===== src/rtl/uart_pkg.sv =====
// Shared definitions for the uart_demo serial link.
//   - receiver FSM state encodings
//   - baud divider calculation (rounded to nearest integer)
//   - mid-bit tick index for 16x oversampling
//   - 3-input majority helper used by the bit voter
package uart_pkg;

    typedef logic [1:0] rx_state_t;

    localparam rx_state_t ST_IDLE  = 2'd0;
    localparam rx_state_t ST_START = 2'd1;
    localparam rx_state_t ST_DATA  = 2'd2;
    localparam rx_state_t ST_STOP  = 2'd3;

    // Tick index that sits in the middle of a 16-tick bit period.
    localparam int MID_TICK = 8;

    // Clock cycles per oversample tick, rounded to nearest.
    function automatic int baud_div(input int clk_freq, input int baud);
        return (clk_freq + baud * 8) / (baud * 16);
    endfunction

    function automatic logic majority3(input logic a, input logic b, input logic c);
        return (a & b) | (a & c) | (b & c);
    endfunction

endpackage


===== src/rtl/uart_baud_tick.sv =====
// Free-running oversample tick generator.
//   clk    in  system clock
//   rst_n  in  asynchronous active-low reset
//   clear  in  synchronous restart; counter returns to 0, no tick this cycle
//   tick   out 1-cycle pulse each time the counter wraps DIV-1 -> 0
// Shared by the UART receiver and transmitter.
module uart_baud_tick #(
    parameter int DIV = 54
) (
    input  logic clk,
    input  logic rst_n,
    input  logic clear,
    output logic tick
);

    localparam int CW = (DIV > 1) ? $clog2(DIV) : 1;
    localparam logic [CW-1:0] LAST = CW'(DIV - 1);

    logic [CW-1:0] count;

    always_ff @(posedge clk or negedge rst_n) begin
        if (!rst_n) begin
            count <= '0;
        end else if (clear || count == LAST) begin
            count <= '0;
        end else begin
            count <= count + CW'(1);
        end
    end

    // A clear realigns the phase, so the wrap that coincides with it is dropped.
    assign tick = !clear && (count == LAST);

endmodule


===== src/rtl/uart_rx_core.sv =====
// 8N1 UART receiver with 16x oversampling and valid/ready byte delivery.
//   CLK_100MHz in  system clock
//   Reset_n    in  asynchronous active-low reset
//   Rx         in  serial line, idle high, asynchronous
//   RxData     out received byte, stable while RxValid is high
//   RxValid    out byte available, held until RxValid & RxReady
//   RxReady    in  consumer accept
//   FrameErr   out 1-cycle pulse, stop bit sampled low
//   Overrun    out 1-cycle pulse, byte completed while previous still pending
//   Busy       out high from start-bit detect until back in IDLE
//
// state | meaning
// IDLE  | waiting for a synced 1->0 edge on Rx
// START | validating the start bit at mid-bit
// DATA  | shifting in payload bits, LSB first
// STOP  | checking stop bit, delivering or flagging
module uart_rx_core
    import uart_pkg::*;
#(
    parameter int CLK_FREQ   = 100000000,
    parameter int BAUD       = 115200,
    parameter int OVERSAMPLE = 16,
    parameter int DATA_BITS  = 8
) (
    input  logic                 CLK_100MHz,
    input  logic                 Reset_n,
    input  logic                 Rx,
    output logic [DATA_BITS-1:0] RxData,
    output logic                 RxValid,
    input  logic                 RxReady,
    output logic                 FrameErr,
    output logic                 Overrun,
    output logic                 Busy
);

    localparam int DIV = baud_div(CLK_FREQ, BAUD);
    localparam int BW  = (DATA_BITS > 1) ? $clog2(DATA_BITS) : 1;

    localparam logic [3:0]    LAST_TICK = 4'(OVERSAMPLE - 1);
    localparam logic [3:0]    SAMP_A    = 4'(MID_TICK - 1);
    localparam logic [3:0]    SAMP_B    = 4'(MID_TICK);
    localparam logic [3:0]    VOTE_TICK = 4'(MID_TICK + 1);
    localparam logic [BW-1:0] LAST_BIT  = BW'(DATA_BITS - 1);

    logic                 rx_meta;
    logic                 rx_sync;
    logic                 rx_prev;
    rx_state_t            state;
    logic [3:0]           tick_cnt;
    logic [BW-1:0]        bit_idx;
    logic [DATA_BITS-1:0] shift;
    logic                 s_a;
    logic                 s_b;

    logic tick;
    logic clear;
    logic fall;
    logic vote;
    logic at_vote;
    logic at_end;

    // Two-flop synchroniser plus one history flop for edge detection.
    always_ff @(posedge CLK_100MHz or negedge Reset_n) begin
        if (!Reset_n) begin
            rx_meta <= 1'b1;
            rx_sync <= 1'b1;
            rx_prev <= 1'b1;
        end else begin
            rx_meta <= Rx;
            rx_sync <= rx_meta;
            rx_prev <= rx_sync;
        end
    end

    assign fall  = rx_prev & ~rx_sync;
    assign clear = (state == ST_IDLE) && fall;

    uart_baud_tick #(
        .DIV(DIV)
    ) u_baud_tick (
        .clk  (CLK_100MHz),
        .rst_n(Reset_n),
        .clear(clear),
        .tick (tick)
    );

    // Third vote sample is the live synced value at the vote tick itself.
    assign vote    = majority3(s_a, s_b, rx_sync);
    assign at_vote = tick && (tick_cnt == VOTE_TICK);
    assign at_end  = tick && (tick_cnt == LAST_TICK);

    always_ff @(posedge CLK_100MHz or negedge Reset_n) begin
        if (!Reset_n) begin
            s_a <= 1'b1;
            s_b <= 1'b1;
        end else if (tick) begin
            if (tick_cnt == SAMP_A) s_a <= rx_sync;
            if (tick_cnt == SAMP_B) s_b <= rx_sync;
        end
    end

    always_ff @(posedge CLK_100MHz or negedge Reset_n) begin
        if (!Reset_n) begin
            state    <= ST_IDLE;
            tick_cnt <= '0;
            bit_idx  <= '0;
            shift    <= '0;
            RxData   <= '0;
            RxValid  <= 1'b0;
            FrameErr <= 1'b0;
            Overrun  <= 1'b0;
        end else begin
            FrameErr <= 1'b0;
            Overrun  <= 1'b0;

            // Consumer handshake; a same-cycle delivery below overrides the drop.
            if (RxValid && RxReady) RxValid <= 1'b0;

            if (state != ST_IDLE && tick) begin
                tick_cnt <= at_end ? 4'd0 : tick_cnt + 4'd1;
            end

            case (state)
                ST_IDLE: begin
                    if (fall) begin
                        state    <= ST_START;
                        tick_cnt <= '0;
                    end
                end
                ST_START: begin
                    if (at_vote && vote) begin
                        state <= ST_IDLE;
                    end else if (at_end) begin
                        state   <= ST_DATA;
                        bit_idx <= '0;
                    end
                end
                ST_DATA: begin
                    if (at_vote) shift <= {vote, shift[DATA_BITS-1:1]};
                    if (at_end) begin
                        if (bit_idx == LAST_BIT) state <= ST_STOP;
                        else                     bit_idx <= bit_idx + BW'(1);
                    end
                end
                ST_STOP: begin
                    // Re-arm mid stop bit so back-to-back frames are caught.
                    if (at_vote) begin
                        state <= ST_IDLE;
                        if (!vote) begin
                            FrameErr <= 1'b1;
                        end else if (!RxValid || RxReady) begin
                            RxData  <= shift;
                            RxValid <= 1'b1;
                        end else begin
                            Overrun <= 1'b1;
                        end
                    end
                end
                default: state <= ST_IDLE;
            endcase
        end
    end

    assign Busy = (state != ST_IDLE);

endmodule


===== config.mk =====
export PLATFORM = sky130hd
export DESIGN_NAME = uart_rx_core
export DESIGN_NICKNAME = d
export VERILOG_FILES = /design/src/rtl/uart_pkg.sv /design/src/rtl/uart_baud_tick.sv /design/src/rtl/uart_rx_core.sv
export SDC_FILE = /design/constraint.sdc
export NUM_CORES = 1
export LEC_CHECK = 0
export CORE_ASPECT_RATIO = 1.1
export CORE_MARGIN = 4
export CORE_UTILIZATION = 46
export DETAILED_ROUTE_END_ITERATION = 6
export PLACE_DENSITY = 0.63
export SLEW_MARGIN = 40
export SYNTH_ARGS = -nofsm -noshare
export SYNTH_HDL_FRONTEND = slang
export SYNTH_SLANG_ARGS = --single-unit

===== constraint.sdc =====
create_clock -name CLK_100MHz -period 4.8 [get_ports CLK_100MHz]
set_input_delay 0.96 -clock CLK_100MHz [delete_from_list [all_inputs] [get_ports CLK_100MHz]]
set_output_delay 0.96 -clock CLK_100MHz [all_outputs]
set_load 0.01 [all_outputs]

* After elaboration in Yosys (flattened, before gate mapping)
Index checks and enable logic that the tools add are counted. Widths: inputs -> output; s select.
Word-level totals: flip-flop bits (word level) 39, bits in latches 0, memory bits (writable) 0, bits in read-only memories 0, input bits 4, logic and storage cells 90, memories kept 0
Cells by class: add/subtract/negate cells 3, multipliers 0, div/mod/pow operators 0, $lt $le $gt $ge 0, equality and inequality tests 17, shifts and indexed selects 0, muxes and demuxes 29, bitwise gates (word level) 7, reduce and logical (&&, ||, !) cells 20
Operator list (number):
- $mux 4 | 4
- $ne 2x2->1 const B | 7
- $eq 4x4->1 const B | 3
- $mux 1 | 12
- $mux 2 | 6
- $mux 3 | 4
- $reduce_and 5->1 | 2
- $pmux 2 s4 | 1
- $logic_and 1x1->1 | 7
- $add 6x1->6 const B | 1
- $eq 6x6->1 const B | 1
- $mux 6 | 1
- $pmux 3 s2 | 1
- $reduce_and 2->1 | 3
- $add 4x1->4 const B | 1
- $and 1x1->1 | 4
- $eq 2x2->1 const B | 2
- $eq 4x3->1 const B | 1
- $reduce_and 4->1 | 1
- $reduce_bool 2->1 | 2
- $add 3x1->3 const B | 1
- $eq 3x3->1 const B | 1
- $ne 3x3->1 const B | 1
- $eq 2x1->1 const B | 1
- other kinds (5) | 8

* Depth between registers and ports, before layout
depth after elaboration 10, gate-level depth with buffers 7, mapped depth without buffers 6

* Modules after synthesis
A second synthesis with hierarchy kept.
Second synthesis, totals: cells, all modules 144, area total of the unflattened synthesis 1809.2 µm²
By module, submodules not included:
- uart_rx_core | instances 1, cells each 117, area an instance 1519.0 µm², sequential area each 832.0 µm²
- uart_baud_tick | instances 1, cells each 27, area an instance 290.3 µm², sequential area each 150.1 µm²

* Worst setup path before layout
Ideal clock, no wire load.
path type register -> register, start register tick_cnt[1], end register RxData[0], arrival time 1.770 ns, required time 4.675 ns, path slack 2.906 ns, cell stages (with the launch flop) 7, path buffers 0, cell sequence dfrtp_1 > inv_1 > ha_1 > nand4b_1 > or4_4 > nor2_8 > mux2_2
On the way: word-level cells in the longest chain between the ends 3
RTL lines:
- start: declaration | line uart_rx_core.sv:49 | logic [3:0] tick_cnt;
- start signal: assignment | line uart_rx_core.sv:120 | tick_cnt <= at_end ? 4'd0 : tick_cnt + 4'd1;
- $eq 4x4->1 | line uart_rx_core.sv:89 | assign at_vote = tick && (tick_cnt == VOTE_TICK);
- $logic_and 1x1->1 | line uart_rx_core.sv:89
- $reduce_and 4->1 (no line)
- end signal: assignment | line uart_rx_core.sv:152 | RxData <= shift;
- end: declaration | line uart_rx_core.sv:28 | output logic [DATA_BITS-1:0] RxData,
Every way passes these cells. A chain may end at the register's enable or synchronous reset.

==> reports/summary.txt <==
status -> finished, final reports clean
DRC viols -> 0
relative slew slack -> 0.5836
layout cells sized above 1 -> 0.2176
total of max-cap violations -> 0
CTS Buf Count -> 5
cts-stage hold buffer count -> 0
Port Buffers -> 15
largest net degree at the start of global routing -> 40
fin crit share -> 0.5416
Mapped Area -> 1832 um2
R2R setup slack -> 2750 ps
worst setup path category -> flop to primary output
layout filler cell count -> 331
I/O pin count -> 16
mux share of post-synthesis cell area -> 0.1216
CP arrival -> 1640 ps
die footprint -> 5057 um2
Slew Viols, Final -> 0
FF-to-FF End -> RxData[4]
crit start category -> flop
hold_ws -> 357.9 ps
Final HPWL DP -> 2235 um
area of the multi-input gates -> 794.5 um2
Die Width -> 68.17 um
Distinct cells, synth -> 41
RSZ-0062 raised after global routing -> no
Placement Rows -> 23
DRT Wirelength -> 3077 um
first-pass GRT wire length -> 5257 um
ys flop type -> dfrtp_1
Max VDD drop -> 0.2278 mV
synth warn -> 0
vias per cell -> 5.332
via count -> 1173
Area Growth Syn to Fin -> 14.34%
Crit Path Max Fanout -> 11
Max Freq -> 384.7 MHz
post-CTS sizing -> 0
clock transition at the registers of the reported paths -> 70 ps
Total Neg Setup Slack -> 0 ps
Initial Utilization -> 0.4896
synthesis-stage register bit count -> 39
worst r2r src -> tick_cnt[1]
DRT iter0 DRCs -> 75
RePlAce Congestion -> 0.8242
Syn Inst Count -> 152
final hold violation count -> 0
Synth Area in Simple Gates -> 0.1810
clock latency at the later pin of the worst-skew pair -> 290 ps
total setup buffers inserted after CTS -> 0
syn nets -> 163
Total Nets Final -> 180
final setup vio count -> 0
Antenna diodes -> 0
Synth Area in Adders -> 0.05328
Clock Tree Buf Depth -> 2
Worst Tran Pin Value -> 623.0 ps
clock sink count -> 39
All-Layer GR Usage -> 0.1391
H-tree depth -> 2
Synth Area in Compound Gates -> 0.05396
critical path endpoint category -> primary output
final antenna-violating net count -> 0
post-DR wirelength/cell -> 13.99 um
Core Area -> 3741 um2
leading area contributor after synthesis -> dfrtp_1
top cell type's share of synthesized area -> 0.4645
register cell area after layout -> 982.2 um2
HP Class -> flop to flop
CP cell instances -> nor2_1, inv_1, clkdlybuf4s50_1
Post-Synth XOR/XNOR Area -> 0.02391
vias in the first global route -> 1195
Avg Synthesized Cell Area -> 12.05 um2
first-pass detailed-route iteration total -> 4
Root Driver -> clkbuf_8
CTS tree -> built
Clock Skews -> 8.100 ps
FF-to-FF path depth -> 6
max incr delay on CP -> 500 ps
GRT overflow -> 0
Final min period -> 2599 ps
CP endpoint -> Busy
register area share after synthesis -> 0.5362
leakage power total -> 0.9816 nW
ranking of synthesized cells by area -> dfrtp_1, mux2_2, dfstp_2, ha_1, nor2_1
Power Density -> 352.0 nW/um2
main combinational cell family by area after synthesis -> simple AND/OR/NAND/NOR gates
initial antenna violation count -> 0
HP Start -> rx_meta
CP required -> 3840 ps
Worst path slowest cell -> dfrtp_1
Post-synth EDFFs -> 0
Chip Height -> 74.19 um
fraction of registers with async set/reset -> 1.000
cell type report:
cell class              count  area share
clock buffers               6     0.03465
clock inverters             2    0.005974
inverters                   6     0.01075
multi-input cells         102      0.3793
flip-flops and latches     39      0.4689
well taps                  50     0.02987
repair buffers             15     0.07049
cells in the mapped netlist (3+ instances only):
master	number
dfrtp_1	34
nand2_1	9
inv_1	6
nor3_1	5
nand3_1	4
xnor2_1	3
mux2_2	18
a221o_1	3
nand3b_1	3
dfstp_2	5
ha_1	7
and2_1	3
nor2_1	18
per-stage QoR:
stage	instances	power [mW]	util	cell area, um2	worst slack, ps
3_3_place_gp	212	0.5216	0.5365	2007	2482
3_5_place_dp	212	0.5331	0.5365	2007	2444
4_1_cts	220	0.7477	0.5592	2092	2170
5_1_grt	220	0.7847	0.5599	2095	2066
2_1_floorplan	152	0.4957	-	1832	2906
6_report	220	0.7372	0.5599	2095	2201
cell families after synthesis:
kind of cell             count (synthesis)
multiplexers                            20
adder cells (fa/ha/maj)                  8
AND/OR/NAND/NOR                         56
buffers and inverters                   11
flip-flops                              39
XOR/XNOR                                 5
AO/OA/AOI/OAI                           13
worst max-delay path: cells and delay by family (launching register included):
| family | cells | cell delay [ps] |
|---|---|---|
| buffers and inverters | 2 | 550 |
| DFF | 1 | 500 |
| and+or+nand+nor | 1 | 310 |
placed cells by master, fill, tap and decap left out, types with 4 or more instances in the layout:
master,instances
dfrtp_1,34
nor2_1,18
mux2_2,18
clkdlybuf4s50_1,14
nand2_1,9
ha_1,7
inv_1,6
nor3_1,5
clkbuf_8,5
dfstp_2,5
nand3_1,4
how the worst min path moves through the flow:
stage,to,slack [ps],cells after the start
final,rx_sync,360,0
after global routing,rx_sync,370,0
after CTS,rx_sync,360,0
after detailed placement,rx_sync,350,0
after global placement,rx_sync,350,0
after floorplan,rx_sync,350,0
routing by layer:
layer  track usage  up-vias  part of all wire
met5             0        -                 0
li1              -      568                 -
met4       0.04636        0             0.014
met3       0.04079        5             0.041
met2        0.2248       22              0.49
met1        0.1786      578              0.45
report_power, final:
group,internal (mW),switching (mW),total [mW]
sequential,0.363,0.0388,0.402
clock,0.102,0.111,0.213
combinational,0.0564,0.0664,0.123
total,0.521,0.216,0.737
state kept, by name, summed over array words and instances (netlist names), named ones only:
| name | cells |
|---|---|
| RxData | 8 |
| shift | 8 |
| u_baud_tick.count | 6 |
| tick_cnt | 4 |
| bit_idx | 3 |
| FrameErr | 1 |
| Overrun | 1 |
| RxValid | 1 |
| rx_meta | 1 |
| rx_prev | 1 |
| rx_sync | 1 |
| s_a | 1 |
| s_b | 1 |
| state | 1 |
Power figures use the tool's default switching activity.
